File: src/rtl/operand_fetch.sv
// Operand fetch stage: register file, in-flight scoreboard, write-back bypass and
// a registered operand packet handed to the ALU over valid/ready.

module operand_fetch_reg #(
    parameter int WIDTH = 16
) (
    input  logic             clk,
    input  logic             rst,
    input  logic             wr_en,
    input  logic [WIDTH-1:0] wr_data,
    input  logic             set_pend,
    output logic [WIDTH-1:0] value,
    output logic             pending
);
    always_ff @(posedge clk or posedge rst) begin
        if (rst) begin
            value   <= '0;
            pending <= 1'b0;
        end else begin
            if (wr_en)
                value <= wr_data;
            // a new producer issued this cycle outranks the retiring one
            if (set_pend)
                pending <= 1'b1;
            else if (wr_en)
                pending <= 1'b0;
        end
    end
endmodule

module operand_fetch #(
    parameter int WIDTH = 16,
    parameter int NREGS = 8,
    localparam int RW   = $clog2(NREGS)
) (
    input  logic             clk,
    input  logic             rst,
    input  logic             issue_valid,
    output logic             issue_ready,
    input  logic [RW-1:0]    sr1,
    input  logic [RW-1:0]    sr2,
    input  logic             use_imm,
    input  logic [4:0]       imm5,
    input  logic [1:0]       alu_sel,
    input  logic [RW-1:0]    dr,
    input  logic             dr_wr,
    input  logic             wb_en,
    input  logic [RW-1:0]    wb_dr,
    input  logic [WIDTH-1:0] wb_data,
    output logic             op_valid,
    input  logic             op_ready,
    output logic [WIDTH-1:0] A,
    output logic [WIDTH-1:0] B,
    output logic [1:0]       select,
    output logic [RW-1:0]    op_dr,
    output logic             op_dr_wr
);
    typedef struct packed {
        logic [WIDTH-1:0] a;
        logic [WIDTH-1:0] b;
        logic [1:0]       sel;
        logic [RW-1:0]    dr;
        logic             dr_wr;
    } pkt_t;

    logic [WIDTH-1:0] rf [NREGS];
    logic [NREGS-1:0] pending;
    logic [NREGS-1:0] wb_hit;
    logic [NREGS-1:0] set_hit;
    logic [NREGS-1:0] pend_eff;
    logic             sr2_used;
    logic             hazard;
    logic             fire;
    logic [WIDTH-1:0] a_next;
    logic [WIDTH-1:0] b_reg;
    pkt_t             pkt_next;
    pkt_t             pkt_q;

    genvar g;
    generate
        for (g = 0; g < NREGS; g++) begin : g_reg
            assign wb_hit[g]  = wb_en && (wb_dr == RW'(g));
            assign set_hit[g] = fire && dr_wr && (dr == RW'(g));
            operand_fetch_reg #(.WIDTH(WIDTH)) u_reg (
                .clk      (clk),
                .rst      (rst),
                .wr_en    (wb_hit[g]),
                .wr_data  (wb_data),
                .set_pend (set_hit[g]),
                .value    (rf[g]),
                .pending  (pending[g])
            );
        end
    endgenerate

    // a write-back landing this cycle already satisfies its consumers
    assign pend_eff = pending & ~wb_hit;

    // only ADD and AND consume a register B operand
    assign sr2_used = ~use_imm & ~alu_sel[1];
    assign hazard   = pend_eff[sr1] | (sr2_used & pend_eff[sr2]) | (dr_wr & pend_eff[dr]);

    assign issue_ready = ~hazard & (~op_valid | op_ready);
    assign fire        = issue_valid & issue_ready;

    assign a_next = wb_hit[sr1] ? wb_data : rf[sr1];
    assign b_reg  = wb_hit[sr2] ? wb_data : rf[sr2];

    always_comb begin
        pkt_next       = '0;
        pkt_next.a     = a_next;
        pkt_next.b     = use_imm ? {{(WIDTH-5){imm5[4]}}, imm5} : b_reg;
        pkt_next.sel   = alu_sel;
        pkt_next.dr    = dr;
        pkt_next.dr_wr = dr_wr;
    end

    always_ff @(posedge clk or posedge rst) begin
        if (rst) begin
            pkt_q    <= '0;
            op_valid <= 1'b0;
        end else if (fire) begin
            pkt_q    <= pkt_next;
            op_valid <= 1'b1;
        end else if (op_ready) begin
            op_valid <= 1'b0;
        end
    end

    assign A        = pkt_q.a;
    assign B        = pkt_q.b;
    assign select   = pkt_q.sel;
    assign op_dr    = pkt_q.dr;
    assign op_dr_wr = pkt_q.dr_wr;
endmodule

File: config.mk
export PLATFORM = sky130hd
export DESIGN_NAME = operand_fetch
export DESIGN_NICKNAME = d
export VERILOG_FILES = /design/src/rtl/operand_fetch.sv
export SDC_FILE = /design/constraint.sdc
export NUM_CORES = 1
export LEC_CHECK = 0
export BUFFER_PORTS_ARGS = -buffer_cell sky130_fd_sc_hd__buf_2
export CAP_MARGIN = 20
export CORE_ASPECT_RATIO = 1.5
export CORE_MARGIN = 10
export CORE_UTILIZATION = 62
export CTS_BUF_LIST = sky130_fd_sc_hd__clkbuf_8
export CTS_CLUSTER_DIAMETER = 120
export DETAILED_ROUTE_END_ITERATION = 10
export PLACE_DENSITY = 0.82
export SLEW_MARGIN = 0
export SYNTH_ARGS = -nofsm -noshare
export SYNTH_HDL_FRONTEND = slang
export SYNTH_HIERARCHICAL = 1
export SYNTH_SLANG_ARGS = --single-unit
File: constraint.sdc
create_clock -name clk -period 3.2 [get_ports clk]
set_input_delay 0.8 -clock clk [delete_from_list [all_inputs] [get_ports clk]]
set_output_delay 0.8 -clock clk [all_outputs]
set_load 0.01 [all_outputs]
After elaboration in Yosys (flattened, before gate mapping)
Cells that the tools add are included.
- output and inout bits: 40
- input port bits: 42
- flip-flop bits (word level): 175
- logic and storage cells: 122
- eq/ne operators: 14
- magnitude comparators: 5
- reduce and logical (&&, ||, !) cells: 28
- muxes and demuxes: 37
- bitwise operators: 16
- operator list (operator ; count):
    16-bit 2-to-1 mux ; 7
    16-bit binary-select mux with 3-bit select ; 2
    3-bit equality test, second input constant ; 8
    1-bit 2-to-1 mux ; 23
    2-bit nonzero test ; 9
    1-bit logical AND ; 17
    1-bit binary-select mux with 3-bit select ; 5
    3-bit by 2-bit equality test with 1-bit output, second input constant ; 4
    3-bit by 4-bit < comparator with 1-bit output, second input constant ; 3
    8-bit AND ; 1
    4-bit greater-or-equal comparator, second input constant ; 2
    3-bit NOT with 4-bit output ; 2
    8-bit NOT ; 1
    3-bit by 1-bit equality test with 1-bit output, second input constant ; 2
    3-bit logical NOT ; 2
    1-bit AND ; 5
    1-bit NOT ; 4
    1-bit OR ; 3

Longest topological paths before layout
Gate-level depths: netlist (run 1).
- word-level depth: 15
- mapped depth: 9
- depth with buffers taken out: 7

Hierarchy
Netlist (run 1), hierarchy kept.
- by module, submodules not included (module ; cells each ; sequential area each (um^2) ; area each (um^2) ; times used):
    operand_fetch_reg ; 38 ; 425.4 ; 685.7 ; 8
    operand_fetch ; 389 ; 975.9 ; 4456.8 ; 1

Least setup slack after synthesis (run 1)
Ideal clock, no wire load.
- path kind: input -> output
- from: input port wb_dr[0]
- to: output port issue_ready
- path buffers: 1
- data required time: 2.400 ns
- arrival: 2.031 ns
- setup slack: 0.369 ns
- stages: 6
- cell sequence: buf_4 > nor4b_4 > o2111a_1 > o2bb2ai_1 > o22ai_1 > nor2_1
- word-level cells in the longest chain between the ends: 11
- elaborated cells between the ends (all ways): 30
- those cells by class: eq/ne (7); mux (6); bitwise (8); reduce/logical (9)
- ends and longest elaborated chain (item ; line ; RTL):
    start, declared ; 48 ; input logic [RW-1:0] wb_dr,
    3-bit logical NOT * ; 82 ; assign wb_hit[g] = wb_en && (wb_dr == RW'(g));
    1-bit logical AND * ; 82 ;
    named net wb_hit[0] ; 68 ; logic [NREGS-1:0] wb_hit;
    8-bit NOT * ; 97 ; assign pend_eff = pending & ~wb_hit;
    8-bit AND * ; 97 ;
    1-bit binary-select mux with 3-bit select ; 101 ; assign hazard = pend_eff[sr1] | (sr2_used & pend_eff[sr2]) | (dr_wr & pend_eff[dr]);
    1-bit 2-to-1 mux (implied by the code) ; 101 ;
    1-bit AND ; 101 ;
    1-bit OR ; 101 ;
    1-bit OR * ; 101 ;
    1-bit NOT * ; 103 ; assign issue_ready = ~hazard & (~op_valid | op_ready);
    1-bit AND * ; 103 ;
    end, declared ; 39 ; output logic issue_ready,
The timed path passes the listed nets; every way through them passes the cells marked *. The select of a mux whose other input is x is not followed.

Worst setup path in the final report (run 1)
- from: input port wb_dr[2]
- to: output port issue_ready
The elaborated chain is that of the path after synthesis.

==> flow_summary.ini, run 1 <==
[run_status]
status = finished clean

[critical_path]
worst_path_most_repeated_cell = buf_2
reg2regPathDepth = 8
r2r_slack_ns = 1.08
critPathKind = input pin to output port
cp_top_family = simple AND/OR/NAND/NOR gates
cpMaxStageDelayCell = nor4b_4
worstReg2RegEnd = B[10]
critPathBufInv = 3
setup.worst_path.end_class = output port
start_kind = input pin
cp.required_ns = 2.40
timing.rr.start = g_reg[5].u_reg/pending
crit_path_max_incr_delay_ns = 0.39
crit_fanout = 11
cp_cell_sequence = buf_2 > nor4b_4 > buf_4 > nor3b_1 > nor3_2 > o32ai_4 > nor2_1 > buf_2
arrival_ns = 2.28

[timing]
skew_ns = 0.0200
fmax_mhz = 325
setup_viol = 0
fin_crit_sh_pct = 96.3
grt_setup_unrepaired = no
maxSlewViolCount = 0
layout_setup_ws_ns = 0.118
worst_slew_pin_slew_ns = 1.04
relSlewSlack_pct = 30.5
min_period_ns = 3.08
tns_ns = 0
hold_viol_final = 0

[layout]
final_common_cell = dfrtp_1
nets = 812
syn2layout_area_growth_pct = 8.86
drive_gt1_share_pct = 48.7
design_area_sq_mm = 0.0108
antenna_cells = 0
post-route-util_pct = 69.0
final_cell_mix = dfrtp_1, mux2_4, buf_2
fillerInstances = 1083

[place]
gp_congestion = 0.952
postPlaceCellArea_sq_mm = 0.0104
dp_slack_ns = 0.138
dp_hpwl_microns = 17400
portBuffers = 81

[synth]
yosys_warnings = 6
syn_area_sq_mm = 0.00994
seq_area_frac_synth_pct = 44.0
synthFlopType = dfrtp_1
ys_ff_latch = 175
yosysUniqueCellTypes = 48
synth_cells = 693
async_flop_share_pct = 100
syn_avg_cell_area_sq_um = 14.3
synthesis.nets = 735
synth_edf_count = 0

[die]
core-area_sq_mm = 0.0157
dieArea_sq_mm = 0.0216
die_w_microns = 123
io-pin-count = 82
rows = 56
die_y_microns = 175
initial_utilization_pct = 63.3

[pwr]
power_mw = 6.89
ir_worst_vdd_v = 0.000370
leakage_nw = 4.85
power_density_mw_per_mm2 = 637

[clocking]
cts_root_buf = clkbuf_8
postCtsHoldBufs = 0
ctsLongestPathBuffers = 2
htree_levels = 4
tritoncts = yes
clk_latency_ns = 0.47
cts_buffers = 17
clk_pin_slew_ns = 0.11
cts.sinks = 175

[route]
drc = 0
postRouteAntennaNets = 0
wl_per_cell_microns = 26.4
vias = 6567
drtIter0Drc = 500
vias_per_cell = 6.66
wl_microns = 26000
firstDrtPassIters = 5

[run]
max_cap_violations = 0

[global_route]
grt_overflow = 0
grt_use_total_pct = 24.8
grt_pass1_wl_microns = 40700
grt_max_degree = 33
antenna_found_initial = 0
grt_pass1_vias = 7218

[hold_path]
hold_path.class = input pin to async pin
## synthesized netlist by cell type (2+ instances only)
master,number,share of area (%)
nor3b_1,3,0.23
buf_12,8,1.6
nand2b_1,4,0.25
nand4_1,3,0.19
o22ai_1,3,0.19
clkbuf_1,17,0.64
buf_2,13,0.65
a21oi_1,16,0.81
and4bb_1,2,0.25
nand2_1,37,1.4
dfrtp_1,175,44
buf_6,12,1.4
and3_1,3,0.19
and4b_1,2,0.20
mux2_2,74,8.4
buf_4,2,0.15
nor2_1,18,0.68
inv_1,25,0.94
nor3_1,4,0.20
xnor2_1,6,0.53
a21o_1,8,0.60
mux2_4,92,14
nand3_1,9,0.45
o32ai_1,6,0.53
o21ai_0,34,1.7
nor4b_1,4,0.35
mux2i_1,29,2.9
mux4_2,64,14
## kinds of logic (layout without fill, tap and decap cells)
group,after synthesis,in the layout,synth area share (%)
AO/OA/AOI/OAI,75,75,4.87
buffers and inverters,80,170,5.49
XOR/XNOR,6,6,0.529
flip-flops,175,175,44.0
multiplexers,259,259,39.7
AND/OR/NAND/NOR,98,98,5.37
## sequential cells by signal, indices dropped and copies added, names as in the netlist
register         count
select               2
op_dr_wr             1
A                   16
op_valid             1
B                   16
op_dr                3
g.u_reg/pending      8
g.u_reg/value      128
## layer usage
layer	GRT usage (%)	part of all wire, %	vias to the layer above
li1	-	-	2736
met1	28.8	36	3420
met2	41.9	52	322
met3	5.61	7.3	89
met4	12.0	4.1	0
met5	0	0	-
## final cells by class
type	instances	area (sq um)	area share [%]
clock inverter	15	154	1.42
tap	203	254	2.35
inverter	26	97.6	0.902
multi-input combinational	438	5030	46.5
sequential	175	4380	40.5
timing repair buffer	112	676	6.24
clock buffer	17	234	2.16
## repair_timing
action | 4_1_cts | 5_1_grt
endpoints found under the setup margin | 0 | 1
setup buffers | 0 | 2
resized for setup | 0 | 1
## where the power goes
group | switching, mW | leakage [nW] | internal [mW]
logic | 0.878 | 2.54 | 1.29
registers | 0.439 | 2.11 | 2.80
clock network | 0.910 | 0.192 | 0.577
## per-stage QoR
| step | instances | hold slack, ns |
|---|---|---|
| after global placement | 952 | 0.469 |
| after detailed placement | 952 | 0.473 |
| final | 986 | 0.421 |
| after global routing | 986 | 0.454 |
| after floorplan | 693 | 0.454 |
| after CTS | 984 | 0.422 |
## worst max-delay path by stage
stage,startpoint,cells after the start,slack (ns),endpoint
5_1_grt,wb_dr[2],7,0.005,issue_ready
2_1_floorplan,wb_dr[0],6,0.37,issue_ready
6_report,wb_dr[2],8,0.12,issue_ready
3_5_place_dp,wb_dr[1],7,0.14,issue_ready
3_3_place_gp,wb_dr[1],7,0.22,issue_ready
4_1_cts,wb_dr[1],7,0.12,issue_ready
No activity file was read; power rests on OpenSTA's default activity.
==> run 2: changes to the inputs <==
--- a/config.mk
+++ b/config.mk
@@ -8,7 +8,6 @@
 export BUFFER_PORTS_ARGS = -buffer_cell sky130_fd_sc_hd__buf_2
 export CAP_MARGIN = 20
 export CORE_ASPECT_RATIO = 1.5
-export CORE_MARGIN = 10
 export CORE_UTILIZATION = 62
 export CTS_BUF_LIST = sky130_fd_sc_hd__clkbuf_8
 export CTS_CLUSTER_DIAMETER = 120
==> run 2 against run 1 <==
Effect of this change: via count is 0.17% higher; total power is 0.43% higher; fmax rose by 2.3%; global-route usage up 7.3 points; routed wire length down 3.6%; utilization is 0.21 points higher; clock power grew 3%; sequential cell count unchanged; largest cell class unchanged.
==> flow_summary.ini, run 2 (same netlist as run 1, synthesis figures left out) <==
[run_status]
status = finished clean

[pwr]
power_density_mw_per_mm2 = 640
p_seq_share_pct = 46.8
p_comb_share_pct = 31.0
leakage_nw = 4.84
clkPwrFrac_pct = 22.3
intPower_mw = 4.75
swShare_pct = 31.4
ir_worst_vdd_v = 0.000294
switchingPower_mw = 2.17

[critical_path]
arrival_ns = 2.21
crit_path_max_incr_delay_ns = 0.43
critPathKind = input pin to output port
worstReg2RegEnd = A[4]
crit_fanout = 10
startpoint = wb_dr[0]
r2r_slack_ns = 1.12
cp_cell_sequence = buf_2 > and4bb_1 > o32ai_1 > o22ai_1 > o22ai_1 > nor2_1 > buf_2
cpMaxStageDelayCell = and4bb_1
cp.required_ns = 2.40
setup.worst_path.end_class = output port
start_kind = input pin
timing.rr.start = g_reg[3].u_reg/pending
endpoint = issue_ready
reg2regPathDepth = 7

[global_route]
grt-busiest-layer = met2
grt_max_degree = 39
antenna_found_initial = 1
grt_overflow = 0
grt_use_met3_pct = 5.09
grt_use_total_pct = 32.1
grt_pass1_wl_microns = 39100
use_met1_pct = 38.6
grtUsageMet2_pct = 56.1
grt_pass1_vias = 6914

[clocking]
htree_levels = 4
cts_buffers = 17
post_cts_resized = 0
clk_latency_ns = 0.47
post-cts-setup-buffers = 0
tritoncts = yes
postCtsHoldBufs = 0
ctsLongestPathBuffers = 2
clk_pin_slew_ns = 0.09
cts.sinks = 175
cts_root_buf = clkbuf_8

[timing]
fin_crit_sh_pct = 94.2
grt_setup_unrepaired = no
worst_slew_pin_slew_ns = 1.07
maxSlewViolCount = 0
tns_ns = 0
skew_ns = 0.0157
setup_viol = 0
hold_viol_final = 0
min_period_ns = 3.01
fmax_mhz = 332
relSlewSlack_pct = 28.9

[hold_path]
hold_path.class = input pin to async pin

[route]
wl_microns = 25100
drc = 0
firstDrtPassIters = 4
wl_per_cell_microns = 25.4
vias = 6578
vias_per_cell = 6.67
postRouteAntennaNets = 0
drtIter0Drc = 620

[layout]
largest-register = g.u_reg/value
multi_input_area_sq_mm = 0.00502
seq_area_sq_mm = 0.00438
nets = 811
final_common_cell = dfrtp_1
final_cell_mix = dfrtp_1, mux2_4, buf_2
drive_gt1_share_pct = 48.5
fillerInstances = 1044
largest_register_ffs = 128
syn2layout_area_growth_pct = 8.71
fin_cells = 986

[die]
initial_utilization_pct = 63.6
rows = 56
die_y_microns = 157
core-area_sq_mm = 0.0156
io-pin-count = 82
dieArea_sq_mm = 0.0166
die_w_microns = 105

[place]
dp_hpwl_microns = 16800
gp_congestion = 0.918
portBuffers = 81
placedCellCount = 953

[run]
max_cap_violations = 0
[run 2: metrics by stage]
| stage | util (%) | hold WS, ns | power (mW) | instance area (sq um) | worst slack, ns |
|---|---|---|---|---|---|
| 2_1_floorplan | - | 0.454 | 4.71 | 9940 | 0.369 |
| 3_3_place_gp | 66.6 | 0.466 | 5.25 | 10400 | 0.265 |
| 3_5_place_dp | 66.6 | 0.490 | 5.39 | 10400 | 0.215 |
| 4_1_cts | 69.2 | 0.308 | 6.92 | 10800 | 0.225 |
| 5_1_grt | 69.2 | 0.328 | 7.24 | 10800 | 0.0407 |
| 6_report | 69.2 | 0.311 | 6.92 | 10800 | 0.187 |
[run 2: routing by layer]
layer	up-vias	wire length, microns
li1	2737	-
met1	3421	9620
met2	333	13100
met3	87	1380
met4	0	943
met5	-	0
[run 2: worst min path at each step]
stage | cells after the start | endpoint | slack (ns) | from
floorplan | 1 | g_reg[4].u_reg/pending | 0.45 | g_reg[4].u_reg/pending
global placement | 1 | g_reg[4].u_reg/pending | 0.47 | g_reg[4].u_reg/pending
detailed placement | 1 | g_reg[4].u_reg/pending | 0.49 | g_reg[4].u_reg/pending
CTS | 2 | A[2] | 0.31 | rst
global route | 2 | A[1] | 0.33 | rst
finish | 2 | A[2] | 0.31 | rst
[run 2: power groups by stage]
stage | clock network (mW) | registers [mW] | logic, mW
floorplan | 0 | 3.23 | 1.49
global placement | 0 | 3.19 | 2.06
detailed placement | 0 | 3.26 | 2.13
CTS | 1.55 | 3.22 | 2.14
global route | 1.66 | 3.30 | 2.29
finish | 1.54 | 3.24 | 2.14
[run 2: layout make-up]
class	count	share of cell area [%]
diodes	1	0.0232
clock buffers	18	2.29
clock inverters	14	1.38
inverters	26	0.903
multi-input cells	438	46.5
flip-flops and latches	175	40.5
well taps	203	2.35
repair buffers	111	6.07
[run 2: worst max-delay path, delay by kind of cell]
family          cells  cell delay, ns
compound gates      3            0.50
buf+inv             2            0.32
simple gates        2            0.59
==> run 3: changes to the inputs <==
--- a/config.mk
+++ b/config.mk
@@ -16,5 +16,4 @@
 export SLEW_MARGIN = 0
 export SYNTH_ARGS = -nofsm -noshare
 export SYNTH_HDL_FRONTEND = slang
-export SYNTH_HIERARCHICAL = 1
 export SYNTH_SLANG_ARGS = --single-unit
==> run 3 against run 2 <==
Effect of this change: the run now ends with negative setup slack left; via count increased by 3.1%; worst hold slack improved by 0.16 ns; critical path depth increased by 4; sequential power about the same; sequential cell count unchanged; count of clock-buffer cells in the layout decreased by 1; register-to-register slack got worse by 0.48 ns; fmax decreased by 8.3%; die area decreased by 4.9%; final cell count increased by 4.3%; clock skew increased by 0.0031 ns; setup slack got worse by 0.27 ns; critical path type unchanged.
==> flow_summary.ini, run 3 <==
[timing]
min_period_ns = 3.29
relSlewSlack_pct = 46.5
fmax_mhz = 304
tns_ns = -0.0871
setup_viol = 1
hold_viol_final = 0
fin_crit_sh_pct = 103
maxSlewViolCount = 0
layout_setup_ws_ns = -0.0871
holdWs_ns = 0.475
worst_slew_pin_slew_ns = 0.801
grt_setup_unrepaired = yes
skew_ns = 0.0188

[place]
dp_hpwl_microns = 16000
portBuffers = 81
dp_slack_ns = -0.153
gp_congestion = 0.900
placedCellCount = 980
postPlaceCellArea_sq_mm = 0.0102

[global_route]
grt_max_degree = 62
grt_pass1_wl_microns = 39200
grt_use_total_pct = 33.7
grt_overflow = 0
antenna_found_initial = 1
grt_pass1_vias = 7152

[critical_path]
cpMaxStageDelayCell = a31o_2
setup.worst_path.end_class = output port
critPathKind = input pin to output port
crit_fanout = 9
crit_path_max_incr_delay_ns = 0.24
critPathBufInv = 6
cp.required_ns = 2.40
start_kind = input pin
cp_top_family = buffers and inverters
worst_path_most_repeated_cell = buf_4
cp_cell_sequence = buf_12 > buf_4 > nand4b_1 > buf_4 > buf_4 > nand3_1 > o2111ai_1 > a31o_2 > or2_1 > inv_1 > buf_2
arrival_ns = 2.49

[route]
firstDrtPassIters = 6
wl_per_cell_microns = 24.1
vias_per_cell = 6.60
postRouteAntennaNets = 0
drtIter0Drc = 434
wl_microns = 24700
vias = 6783
drc = 0

[synth]
yosysMostFrequentCell = dfrtp_1
yosysUniqueCellTypes = 44
synth_edf_count = 0
synthMuxAreaShare_pct = 36.2
synth_xor_area_share_pct = 0.557
syn_avg_cell_area_sq_um = 12.9
ys_ff_latch = 175
synthesis.nets = 772
netlist_top_cells_count = dfrtp_1, mux2_2, nand2_1
synthTopCellsByArea = dfrtp_1, mux4_2, mux2_2
synth_top_cell_area_share_pct = 46.4
synth_compound_area_share_pct = 4.77
synth_cells = 730
yosys.area_share.simple_pct = 8.00
synth_top_family_by_area = multiplexers
seq_area_frac_synth_pct = 46.4
yosysTopAreaCell = dfrtp_1
syn_area_sq_mm = 0.00944
synth_fa_ha_area_share_pct = 0
synthFlopType = dfrtp_1
yosys_warnings = 0
async_flop_share_pct = 100

[clocking]
cts.sinks = 175
clk_pin_slew_ns = 0.10
clk_latency_ns = 0.46
cts_buffers = 17
htree_levels = 4
ctsLongestPathBuffers = 2
tritoncts = yes
postCtsHoldBufs = 0
cts_root_buf = clkbuf_8

[layout]
fillerInstances = 1001
final_cell_mix = dfrtp_1, mux2_2, nand2_1
largest-register = g.u_reg.value
post-route-util_pct = 73.4
drive_gt1_share_pct = 48.4
multi_input_area_sq_mm = 0.00474
nets = 860
seq_area_sq_mm = 0.00438
final_common_cell = dfrtp_1
fin_cells = 1028
largest_register_ffs = 128
syn2layout_area_growth_pct = 14.4
design_area_sq_mm = 0.0108

[die]
io-pin-count = 82
dieArea_sq_mm = 0.0157
die_w_microns = 103
initial_utilization_pct = 64.1
rows = 54
core-area_sq_mm = 0.0147
die_y_microns = 153

[run]
max_cap_violations = 0

[pwr]
power_density_mw_per_mm2 = 636
leakage_nw = 4.85
power_mw = 6.87
swShare_pct = 32.2
ir_worst_vdd_v = 0.000365
p_comb_share_pct = 32.2
p_seq_share_pct = 46.9
clkPwrFrac_pct = 20.9
intPower_mw = 4.66
switchingPower_mw = 2.21

[run_status]
status = finished, violations left
failed_checks = negative setup slack

[hold_path]
hold_path.class = input pin to async pin
run 3: changes by cell type in the layout (fill, tap and decap cells not counted), sizes merged, moves of 5 or more:
cell    delta
a21o       -8
a32oi      +6
buf       +31
inv       -19
mux2      -16
mux2i     -13
nand2     +59
nand3     +10
nand4b     +5
nor2b      +6
o31ai      +6
run 3: layout make-up:
cell class	count	share of cell area (%)
Multi-Input combinational cell	472	43.9
Sequential cell	175	40.5
Timing Repair Buffer	143	9.56
Tap cell	196	2.27
Clock buffer	17	2.17
Clock inverter	15	1.19
Inverter	9	0.347
Antenna cell	1	0.0232
run 3: timing repair:
item,CTS,global route
resized for setup,14,14
cloned,1,0
setup buffers,9,5
hold endpoints to repair,0,0
setup endpoints to repair,1,1
pin swaps,10,9
run 3: final timing paths:
kind / cells past startpoint / start / end / slack, ns
setup / recovery: 11 / wb_en / issue_ready / -0.09
hold / removal: 2 / rst / B[14] / 0.48
setup reg to reg: 7 / g_reg[4].u_reg.pending / A[3] / 0.64
hold reg to reg: 1 / select[0] / select[0] / 0.51
max in group asynchronous: 3 / rst / g_reg[2].u_reg.value[8] / 1.92
min in group clk: 1 / select[0] / select[0] / 0.51
run 3: routing by layer:
layer | share of wire, % | GRT usage [%]
met1 | 37 | 44.0
met2 | 50 | 52.2
met3 | 8.0 | 7.77
met4 | 4.8 | 17.8
met5 | 0 | 0
run 3: cell families (layout without fill, tap and decap cells):
group / count (synthesis) / in the layout
compound gates: 74 / 74
xor+xnor: 6 / 6
buf+inv: 83 / 184
flops: 175 / 175
mux: 230 / 230
other cells: 0 / 1
simple gates: 162 / 162
run 3: power by group through the flow:
stage	sequential [mW]	combinational, mW	clock, mW
2_1_floorplan	3.25	1.45	0
3_3_place_gp	3.18	2.08	0
3_5_place_dp	3.25	2.16	0
4_1_cts	3.21	2.19	1.46
5_1_grt	3.30	2.39	1.57
6_report	3.22	2.21	1.44
